$ cat src/rtl/zeroheti_sba_obi_mgr.sv
// Bridge from the debug module's SBA manager port to an OBI manager port.
// Single request register, in-order responses, response timeout with discard of late responses.
module zeroheti_sba_obi_mgr #(
    parameter int unsigned AddrWidth      = 32,
    parameter int unsigned DataWidth      = 32,
    parameter int unsigned IdWidth        = 2,
    parameter int unsigned MaxOutstanding = 2,
    parameter int unsigned TimeoutCycles  = 1024
) (
    input  logic                                  clk_i,
    input  logic                                  rst_ni,

    input  logic                                  sba_req_i,
    input  logic [AddrWidth-1:0]                  sba_addr_i,
    input  logic                                  sba_we_i,
    input  logic [DataWidth-1:0]                  sba_wdata_i,
    input  logic [DataWidth/8-1:0]                sba_be_i,
    output logic                                  sba_gnt_o,
    output logic                                  sba_rvalid_o,
    output logic [DataWidth-1:0]                  sba_rdata_o,
    output logic                                  sba_err_o,
    output logic                                  sba_other_err_o,

    output logic                                  obi_req_o,
    input  logic                                  obi_gnt_i,
    output logic [AddrWidth-1:0]                  obi_addr_o,
    output logic                                  obi_we_o,
    output logic [DataWidth/8-1:0]                obi_be_o,
    output logic [DataWidth-1:0]                  obi_wdata_o,
    output logic [IdWidth-1:0]                    obi_aid_o,
    input  logic                                  obi_rvalid_i,
    input  logic [DataWidth-1:0]                  obi_rdata_i,
    input  logic [IdWidth-1:0]                    obi_rid_i,
    input  logic                                  obi_err_i,

    output logic                                  timeout_o,
    output logic [$clog2(MaxOutstanding+1)-1:0]   outstanding_o
);

    localparam int unsigned CntWidth = $clog2(MaxOutstanding + 1);
    localparam int unsigned TmrWidth = (TimeoutCycles > 1) ? $clog2(TimeoutCycles) : 1;
    localparam logic [TmrWidth-1:0] TmrLast = TmrWidth'((TimeoutCycles > 0) ? TimeoutCycles - 1 : 0);
    localparam logic [IdWidth-1:0]  IdLast  = IdWidth'(MaxOutstanding - 1);
    localparam logic [CntWidth-1:0] CntMax  = CntWidth'(MaxOutstanding);

    logic                pending;
    logic [IdWidth-1:0]  issue_id;
    logic [IdWidth-1:0]  expect_id;
    logic [CntWidth-1:0] outstanding;
    logic [CntWidth-1:0] stale;
    logic [CntWidth-1:0] live;
    logic [CntWidth-1:0] outstanding_nxt;
    logic [CntWidth-1:0] stale_nxt;
    logic [TmrWidth-1:0] timer;
    logic                issue_hs;
    logic                fwd;
    logic                discard;
    logic                run;
    logic                fire;

    function automatic logic [IdWidth-1:0] next_id(input logic [IdWidth-1:0] id);
        return (id == IdLast) ? '0 : id + 1'b1;
    endfunction

    assign sba_gnt_o     = sba_req_i && !pending && (outstanding < CntMax);
    assign obi_req_o     = pending;
    assign outstanding_o = outstanding;

    assign issue_hs = pending && obi_gnt_i;
    assign fwd      = obi_rvalid_i && (stale == '0);
    assign discard  = obi_rvalid_i && (stale != '0);
    assign live     = outstanding - stale;

    // The timer also counts the issue cycle, so the deadline is measured from the OBI grant.
    assign run  = (TimeoutCycles != 0) && ((live != '0) || issue_hs);
    assign fire = run && !fwd && (timer == TmrLast);

    assign outstanding_nxt = outstanding + CntWidth'(issue_hs) - CntWidth'(obi_rvalid_i);
    assign stale_nxt       = stale + CntWidth'(fire) - CntWidth'(discard);

    always_ff @(posedge clk_i or negedge rst_ni) begin
        if (!rst_ni) begin
            pending         <= 1'b0;
            obi_addr_o      <= '0;
            obi_we_o        <= 1'b0;
            obi_be_o        <= '0;
            obi_wdata_o     <= '0;
            obi_aid_o       <= '0;
            issue_id        <= '0;
            expect_id       <= '0;
            outstanding     <= '0;
            stale           <= '0;
            timer           <= '0;
            timeout_o       <= 1'b0;
            sba_rvalid_o    <= 1'b0;
            sba_rdata_o     <= '0;
            sba_err_o       <= 1'b0;
            sba_other_err_o <= 1'b0;
        end else begin
            if (sba_gnt_o) begin
                pending     <= 1'b1;
                obi_addr_o  <= sba_addr_i;
                obi_we_o    <= sba_we_i;
                obi_be_o    <= sba_be_i;
                obi_wdata_o <= sba_wdata_i;
                obi_aid_o   <= issue_id;
            end else if (issue_hs) begin
                pending <= 1'b0;
            end

            if (issue_hs) begin
                issue_id <= next_id(issue_id);
            end
            if (obi_rvalid_i) begin
                expect_id <= next_id(expect_id);
            end

            outstanding <= outstanding_nxt;
            stale       <= stale_nxt;

            if (fwd || fire || (outstanding_nxt == stale_nxt)) begin
                timer <= '0;
            end else if (run) begin
                timer <= timer + 1'b1;
            end

            timeout_o <= fire;

            // A forwarded response takes priority over a timeout in the same cycle.
            if (fwd) begin
                sba_rvalid_o    <= 1'b1;
                sba_rdata_o     <= obi_err_i ? '0 : obi_rdata_i;
                sba_err_o       <= obi_err_i;
                sba_other_err_o <= (obi_rid_i != expect_id);
            end else if (fire) begin
                sba_rvalid_o    <= 1'b1;
                sba_rdata_o     <= '0;
                sba_err_o       <= 1'b0;
                sba_other_err_o <= 1'b1;
            end else begin
                sba_rvalid_o    <= 1'b0;
                sba_rdata_o     <= '0;
                sba_err_o       <= 1'b0;
                sba_other_err_o <= 1'b0;
            end
        end
    end

endmodule
$ cat config.mk
export PLATFORM = sky130hd
export DESIGN_NAME = zeroheti_sba_obi_mgr
export DESIGN_NICKNAME = d
export VERILOG_FILES = /design/src/rtl/zeroheti_sba_obi_mgr.sv
export SDC_FILE = /design/constraint.sdc
export NUM_CORES = 1
export LEC_CHECK = 0
export ABC_AREA = 0
export BUFFER_PORTS_ARGS = -buffer_cell sky130_fd_sc_hd__buf_2
export CAP_MARGIN = 20
export CELL_PAD_IN_SITES_DETAIL_PLACEMENT = 1
export CELL_PAD_IN_SITES_GLOBAL_PLACEMENT = 1
export CORE_ASPECT_RATIO = 1.1
export CORE_MARGIN = 8
export CORE_UTILIZATION = 33
export CTS_CLUSTER_SIZE = 14
export DETAILED_ROUTE_END_ITERATION = 12
export GPL_TIMING_DRIVEN = 0
export PLACE_DENSITY_LB_ADDON = 0.05
export REMOVE_ABC_BUFFERS = 1
export SYNTH_ARGS = -nofsm -noshare
export SYNTH_HDL_FRONTEND = slang
export SYNTH_SLANG_ARGS = --single-unit
$ cat constraint.sdc
create_clock -name clk_i -period 2.9 [get_ports clk_i]
set_clock_uncertainty 0.1 [all_clocks]
set_input_delay 0.145 -clock clk_i [delete_from_list [all_inputs] [get_ports clk_i]]
set_output_delay 0.145 -clock clk_i [all_outputs]
set_load 0.05 [all_outputs]
==> run metrics, run 1 <==
violated checks=setup timing; CTS tree=built; Sinks on Clock Net=126; Residual DRC=0; Slew Viols, Final=0; Post-synth EDFFs=0; sequential cell area=3160 µm²; post-synthesis xor/xnor area fraction=0.0390; crit end category=register; I/O pin count=220; synth warn=0; Final Util=0.564; die area=18,600 µm²; worst setup margin=-0.0420 ns; Post-Synth Adder-Cell Area=0.0131; async set or reset register ratio after synthesis=1.00; top layer in use=met4; CP cell instances=xnor2_4 -> a311o_1 -> or3_4 -> ha_4 -> inv_4 -> ha_4 -> xnor2_4 -> xor3_1 -> nor2_4 -> clkbuf_16 -> a211oi_2; slowest CP cell=dfrtp_2; Initial Util=0.335; CP max FO=5; Mapped Area=4780 µm²; unrepaired setup endpoints after global routing=true; Total Nets Final=~790; chip height=about 140 µm; largest family of logic cells by synthesized area=multiplexers; Critical Path AT=about 3.1 ns; Finished Cell Area=8060 µm²; wirelength, routed=15,500 µm; Simple-Gate Fraction of Synth Area=0.0757; HPWL after DPL=10,400 µm; mean cell area of the mapped netlist=15.0 µm²; CP peak stage delay=0.44 ns; Clk pin slew, worst setup/hold paths=0.06 ns; initial antenna violation count=0; drt initial violations=120; Hold EP=sba_other_err_o; Final Hold Fails=0; row count=46; Port Buffers=219; VDD IR max=0.684 mV; Tcrit/Tclk final=1.01; Longest Clk Path Bufs=2; #FFs+latches synth=126; Hold Path Stages=3; setup_tns=-0.246 ns; sequential area share after synthesis=0.660; reg-to-reg startpoint=outstanding_o[1]; Post-Place Worst Slack=-0.588 ns; Num CTS Buffers=17; P per Cell Area=~1200 nW/µm²; Layout area overhead=68.6%; DRT antenna net count=0; worst slew pin tran=between 0.9 and 1 ns; DRT met1 WL=5840 µm; Unique masters post-synth=32; flop2flop setup slack=-0.04 ns; Synth Instances=318; hold crit path type=input port to register; status=finished, violations left; Critical Path RT=3.06 ns; HP Start=obi_rid_i[0]; first-pass GRT wire length=approximately 24,000 µm; Reg2Reg Capture Point=timer[8]; vias in the first global route=4,391; share of post-route cells with drive strength above 1=0.531; remaining global-route overflow=0; Worst slew margin=0.388; Die X=between 100 and 150 µm; metal3 WL=1170 µm; Most used DFF post-synth=dfrtp_1; Avg WL per Cell=17.7 µm; Pre-antenna DRT Iters=4; RePlAce Congestion=0.698; Compound-Gate Fraction of Synth Area=0.0272; worst-case reg-to-reg path depth=11; startpoint class of the critical path=register; CTS HTree Levels=4; min Tclk post-route=2.94 ns; vias per inst=4.37; via count=approximately 3.8k; Final setup viols=10; Total Power=9.70 mW; Worst-Skew Late Latency=0.41 ns; post-synthesis mux area share=0.169; dpl cell area=about 6200 µm²; max cap viols=0; largest net degree at the start of global routing=84; Core ar.=14,300 µm²; buffer and inverter count on the worst path=2; LEAKAGE=3.99 nW; maximum clock rate=0.340 GHz; CP top delay family=simple AND/OR/NAND/NOR gates; met2 wire len=8240 µm; critical path class=register to register; gr usage total=0.172; area of the multi-input gates=1680 µm²; fillers=1,502; Root Driver=clkbuf_16
power breakdown:
part | total [mW] | leakage [nW] | switching (mW) | internal [mW]
registers | 2.71 | 1.58 | 0.325 | 2.39
clock network | 1.93 | 0.270 | 0.734 | 1.20
logic | 5.05 | 2.14 | 3.30 | 1.76
total | 9.70 | 3.99 | 4.35 | 5.34
registers in the layout, indices dropped and copies added (netlist names):
name             flops
obi_addr_o          32
obi_wdata_o         32
sba_rdata_o         32
timer               10
obi_be_o             4
expect_id            2
issue_id             2
obi_aid_o            2
outstanding_o        2
stale                2
obi_req_o            1
obi_we_o             1
sba_err_o            1
sba_other_err_o      1
sba_rvalid_o         1
timeout_o            1
worst max path at each step:
stage / slack, ns / endpoint / cells after the start / from
after floorplan: -5.07 / obi_addr_o[0] / 2 / outstanding_o[1]
after global placement: -6.43 / sba_gnt_o / 2 / outstanding_o[1]
after detailed placement: -0.59 / timer[7] / 10 / outstanding_o[1]
after CTS: -0.12 / timer[4] / 11 / outstanding_o[1]
after global routing: -0.13 / timer[6] / 11 / outstanding_o[1]
final: -0.04 / timer[8] / 11 / outstanding_o[1]
placed cells by master, fill, tap and decap left out, types with 5 or more instances in the layout:
cell type,instances
and2_1,33
clkinv_2,5
dlygate4sd3_1,107
mux2_2,71
xor2_1,5
buf_6,6
buf_4,11
nor3_2,5
xnor2_1,8
clkbuf_16,18
inv_1,5
buf_2,218
dfrtp_1,122
clkbuf_8,5
what timing repair did:
item / in CTS / in global routing
hold buffers: 107 / 0
resized for setup: 22 / 5
buffers inserted: 10 / 2
cloned: 1 / 0
pin swaps: 9 / 6
endpoints found under the hold margin: 149 / 0
setup endpoints to repair: 10 / 10
tightest hold or removal path, delay by kind of cell:
kind / cells / cell delay, ns
buffers and inverters: 1 / 0.08
xor gates and xnor gates: 1 / 0.15
AOI/OAI and AO/OA: 1 / 0.13
stage by stage:
step,hold WS (ns),instances
final,0.0272,877
after global routing,0.0210,876
after CTS,0.00979,874
after detailed placement,0.00907,724
after global placement,0.252,717
after floorplan,-0.251,306
final cells by class:
class / count / share of cell area
Antenna cell: 1 / 0.000311
Clock buffer: 26 / 0.0632
Timing Repair Buffer: 346 / 0.298
Tap cell: 192 / 0.0298
Clock inverter: 6 / 0.00404
Inverter: 7 / 0.00388
Multi-Input combinational cell: 173 / 0.209
Sequential cell: 126 / 0.392
synthesized netlist by cell type, types with 2 or more instances:
cell      number  area share
a21boi_0       2      0.0031
nand3_1        4      0.0042
xnor2_1       11       0.020
or3_1          3      0.0039
mux2_2        71        0.17
a211oi_2       2      0.0052
and2_1        34       0.045
dfrtp_1      126        0.66
nand2_1        4      0.0031
o21ai_0        2      0.0021
nor3b_1        2      0.0031
nand4_1        3      0.0039
a311oi_1       3      0.0055
xor2_1         5      0.0092
nor2_1         2      0.0016
clkbuf_1      11      0.0086
nor3_1         7      0.0073
inv_1          6      0.0047
a31oi_1        3      0.0039
ha_1           5       0.013
per-layer routing:
layer	track usage	up-vias
li1	-	1802
met1	0.179	1877
met2	0.305	138
met3	0.0577	19
met4	0.0756	0
met5	0	-
cell families after synthesis:
family,count (synthesis)
flip-flops,126
multiplexers,72
AND/OR/NAND/NOR,62
buffers and inverters,19
XOR/XNOR,18
AO/OA/AOI/OAI,16
adder cells (fa/ha/maj),5
No activity file was read; power rests on OpenSTA's default activity.
==> run 2, diff against run 1 <==
Settings changed: CORE_UTILIZATION 33 to 34, CTS_BUF_LIST set to sky130_fd_sc_hd__clkbuf_8.
==> run 2 against run 1 <==
Wire length grew 5.0%. Non-clock buffer count grew 8. Sequential share of layout area grew 0.28 points. Power shrank 1.1%. Global-route usage grew 1.3 points. Combinational power grew 3%. Utilization grew 1.6 points. Via count grew 3.5%. The run still ends with setup timing left. Fmax grew 0.60%.
==> run metrics, run 2 (same netlist as run 1, synthesis figures left out) <==
Core ar.=13,800 µm²; setup_tns=-0.0966 ns; Root Driver=clkbuf_8; VDD IR max=0.690 mV; top layer in use=met4; unrepaired setup endpoints after global routing=true; most frequent cells in the layout=buf_2 (218), dfrtp_1 (122), dlygate4sd3_1 (108), mux2_2 (71), and2_1 (33); commonest non-fill, non-tap cell in the layout=buf_2; vias in the first global route=4,613; worst-case reg-to-reg path depth=12; maximum clock rate=0.342 GHz; worst slew pin tran=0.673 ns; violated checks=setup timing; largest net degree at the start of global routing=84; I/O pin count=220; crit end category=register; via count=around 4k; Critical Path RT=3.08 ns; Post-Place Worst Slack=-0.676 ns; min Tclk post-route=2.92 ns; status=finished, violations left; row count=45; Worst slew margin=0.551; CTS HTree Levels=4; Total Nets Final=around 800; Avg WL per Cell=~19 µm; metal3 WL=between 1000 and 1500 µm; Final Util=0.580; Pre-antenna DRT Iters=4; Critical Path AT=3.11 ns; share of post-route cells with drive strength above 1=0.534; first-pass GRT wire length=25,500 µm; P per Cell Area=1200 nW/µm²; RePlAce Congestion=0.726; vias per inst=about 4.5; Clk pin slew, worst setup/hold paths=0.08 ns; Tcrit/Tclk final=1.01; Layout area overhead=67.4%; Die X=129 µm; Longest Clk Path Bufs=2; hold crit path type=input port to async pin; DRT met1 WL=about 6000 µm; Worst-Skew Late Latency=0.43 ns; Num CTS Buffers=17; hold slack=roughly 0.10 ns; wirelength, routed=16,300 µm; Sinks on Clock Net=126; gr usage total=0.184; Final setup viols=5; drt initial violations=135; CTS tree=built; LEAKAGE=3.96 nW; worst setup margin=-0.0246 ns; die area=approximately 18,000 µm²; met2 wire len=8790 µm; Slew Viols, Final=0; Port Buffers=219; Finished Cell Area=around 8000 µm²; CP max FO=7; max cap viols=0; remaining global-route overflow=0; HPWL after DPL=~11,000 µm; critical path class=input port to register; Residual DRC=0; dpl cell area=~6200 µm²; startpoint class of the critical path=input port; Initial Util=0.346; initial antenna violation count=1; chip height=approximately 140 µm; top flop regs=obi_addr_o x32, obi_wdata_o x32, sba_rdata_o x32; Final Hold Fails=0; DRT antenna net count=0
## run 2: final cells by class
type	instances	area, µm²
Clock inverter	12	168
Tap cell	188	235
Sequential cell	126	3160
Antenna cell	1	2.50
Inverter	7	33.8
Timing Repair Buffer	354	2470
Clock buffer	19	262
Multi-Input combinational cell	173	1670
Fill cell	1451	5800
## run 2: critical path, cell delays in order
cell           delay [ns]
buf_2                0.07
dlygate4sd3_1        0.56
and2_4               0.19
inv_8                0.04
a311o_1              0.38
or3_4                0.39
ha_4                 0.27
inv_2                0.04
ha_4                 0.16
xnor2_4              0.16
xor3_1               0.28
nor2_4               0.13
buf_6                0.13
buf_16               0.11
a211oi_2             0.04
## run 2: layer usage
metal | vias up | GRT usage
met1 | 1981 | 0.190
met2 | 152 | 0.333
met5 | - | 0
met3 | 26 | 0.0554
li1 | 1810 | -
met4 | 0 | 0.0848
## run 2: path summary, 6_finish.rpt
kind	start	to	slack, ns
max in group asynchronous	rst_ni	stale[1]	1.82
min reg2reg	issue_id[0]	issue_id[0]	0.40
min in group clk_i	sba_req_i	obi_req_o	0.11
max	obi_gnt_i	timer[8]	-0.02
min	rst_ni	obi_addr_o[1]	0.10
max reg2reg	outstanding_o[1]	timer[8]	-0.02
## run 2: where the power goes
group	internal [mW]	switching [mW]
registers	2.39	0.349
logic	1.85	3.36
clock network	0.971	0.682
## run 2: per-stage QoR
| stage | total power [mW] | instances |
|---|---|---|
| 2_1_floorplan | 5.99 | 306 |
| 5_1_grt | 10.0 | 880 |
| 3_5_place_dp | 7.13 | 721 |
| 3_3_place_gp | 6.94 | 713 |
| 6_report | 9.59 | 880 |
| 4_1_cts | 9.68 | 875 |
## run 2: timing repair
item / 4_1_cts / 5_1_grt
hold endpoints to repair: 233 / 0
hold buffers: 108 / 0
cloned: 1 / 0
endpoints found under the setup margin: 10 / 10
setup buffers: 14 / 5
resized for setup: 25 / 2
pin swaps: 11 / 2
==> run 3, diff against run 2 <==
Settings changed: CORE_ASPECT_RATIO 1.1 to 2.
==> run 3 against run 2 <==
The run still ends with setup timing left. Global-route usage is 0.49 points lower. Utilization down 0.98 points. Combinational power decreased by 2%. First-iteration DRC count decreased by 48%. Critical path depth decreased by 4. Clock power down 19%. Wire length down 3.3%. Hold slack worse by 0.076 ns. Via count shrank 1.3%. Fmax rose by 0.33%. Flip-flop and latch count stayed put.
==> run metrics, run 3 (same netlist as run 1, synthesis figures left out) <==
status=finished, violations left; violated checks=setup timing; initial antenna violation count=0; Critical Path AT=3.09 ns; Clk pin slew, worst setup/hold paths=0.08 ns; DRT antenna net count=0; destination of the critical timing path=timer[3]; setup_tns=-0.0722 ns; VDD IR max=0.955 mV; Final Non-Filler Cells=875; Die X=99.8 µm; sequential cell area=3160 µm²; Sinks on Clock Net=126; Final Util=0.570; CTS tree=built; drt initial violations=70; Critical Path RT=between 3 and 4 ns; area of the multi-input gates=1670 µm²; flop2flop setup slack=-0.02 ns; CP max FO=5; max cap viols=0; top flop regs=obi_addr_o x32, obi_wdata_o x32, sba_rdata_o x32; slowest CP cell=dfrtp_2; worst slew pin tran=0.705 ns; via count=3,917; Worst slew margin=0.530; wirelength, routed=15,800 µm; Finished Cell Area=between 7000 and 8000 µm²; fillers=1,463; die area=18,300 µm²; most used cell, CP=ha_4; chip height=roughly 180 µm; Residual DRC=0; Worst-Skew Late Latency=0.43 ns; Longest Clk Path Bufs=2; Port Buffers=219; Diodes inserted=0; reg-to-reg startpoint=outstanding_o[1]; Core ar.=13,800 µm²; first-pass GRT wire length=approximately 25,000 µm; Total Nets Final=789; buffer and inverter count on the worst path=2; Layout area overhead=64.8%; worst setup margin=-0.0150 ns; Reg2Reg Capture Point=timer[3]; CP Depth=11; Post-Place Worst Slack=-0.642 ns; hold crit path type=input port to register; commonest non-fill, non-tap cell in the layout=buf_2; Pre-antenna DRT Iters=4; vias per inst=4.48; most frequent cells in the layout=buf_2 (218), dfrtp_1 (121), dlygate4sd3_1 (107), mux2_2 (71), and2_1 (33); dpl cell area=about 6200 µm²; min Tclk post-route=2.92 ns; worst-case reg-to-reg path depth=11; maximum clock rate=0.343 GHz; largest net degree at the start of global routing=slightly above 90; Num CTS Buffers=17; CP top delay family=simple AND/OR/NAND/NOR gates; Tcrit/Tclk final=1.01; crit end category=register; vias in the first global route=roughly 4.6k; I/O pin count=220; HPWL after DPL=10,500 µm; P per Cell Area=1160 nW/µm²; CP cell instances=xnor2_4 -> a311o_1 -> or3_4 -> ha_4 -> inv_2 -> ha_4 -> xnor2_2 -> xor3_1 -> nor2_4 -> buf_16 -> nor3_1; placed cells=724; Initial Util=0.346; Slew Viols, Final=0; CP peak stage delay=0.45 ns; RePlAce Congestion=roughly 0.73; unrepaired setup endpoints after global routing=true; startpoint class of the critical path=register; critical path class=register to register; remaining global-route overflow=0; share of post-route cells with drive strength above 1=0.536; CTS HTree Levels=4; Final setup viols=9; Avg WL per Cell=18.0 µm; gr usage total=0.180; Root Driver=clkbuf_8; Final Hold Fails=0; LEAKAGE=around 3.9 nW; crit path launch=outstanding_o[1]; row count=61
==> run 3: metrics by stage <==
stage	hold WS, ns	total power, mW
2_1_floorplan	-0.251	5.99
3_3_place_gp	0.251	6.92
3_5_place_dp	-0.0334	7.11
4_1_cts	0.0159	9.21
5_1_grt	0.0574	9.63
6_report	0.0291	9.16
==> run 3: worst register-to-register path, delay by kind of cell, from the launching register on <==
kind | cells | cell delay, ns
AND/OR/NAND/NOR | 3 | 0.67
XOR/XNOR | 3 | 0.59
flip-flops | 1 | 0.45
adder cells (fa/ha/maj) | 2 | 0.43
AO/OA/AOI/OAI | 1 | 0.34
buffers and inverters | 2 | 0.19
==> run 3: worst min-delay path by stage <==
stage | start | to | slack [ns] | depth (start not counted)
floorplan | rst_ni | expect_id[0] | -0.25 | 0
global placement | obi_rdata_i[13] | sba_rdata_o[13] | 0.25 | 2
detailed placement | rst_ni | obi_addr_o[12] | -0.03 | 1
CTS | obi_rid_i[1] | sba_other_err_o | 0.02 | 3
global route | obi_rid_i[1] | sba_other_err_o | 0.06 | 3
finish | obi_rid_i[1] | sba_other_err_o | 0.03 | 3
==> run 3: layout make-up <==
cell class | count | area share
clock buffer | 17 | 0.0297
inverter | 7 | 0.00397
tap | 189 | 0.0300
multi-input combinational | 173 | 0.212
sequential | 126 | 0.401
timing repair buffer | 350 | 0.310
clock inverter | 13 | 0.0132
==> run 3: power breakdown <==
group	internal, mW	total, mW	switching [mW]
sequential	2.39	2.72	0.334
clock	0.655	1.34	0.681
combinational	1.79	5.11	3.31
==> run 3: per-layer routing <==
metal  up-vias  part of all wire  GRT usage
li1       1810                 -          -
met1      1958              0.33      0.175
met2       133              0.58      0.338
met3        16             0.069     0.0554
met4         0             0.019     0.0677
met5         -                 0          0
==> run 3: timing repair <==
action                                  4_1_cts  5_1_grt
gates cloned                                  1        0
pin swaps                                    15        3
gates resized for setup                      25        1
setup buffers                                12        1
hold buffers                                107        0
endpoints found under the hold margin       233        0
endpoints found under the setup margin       10       10
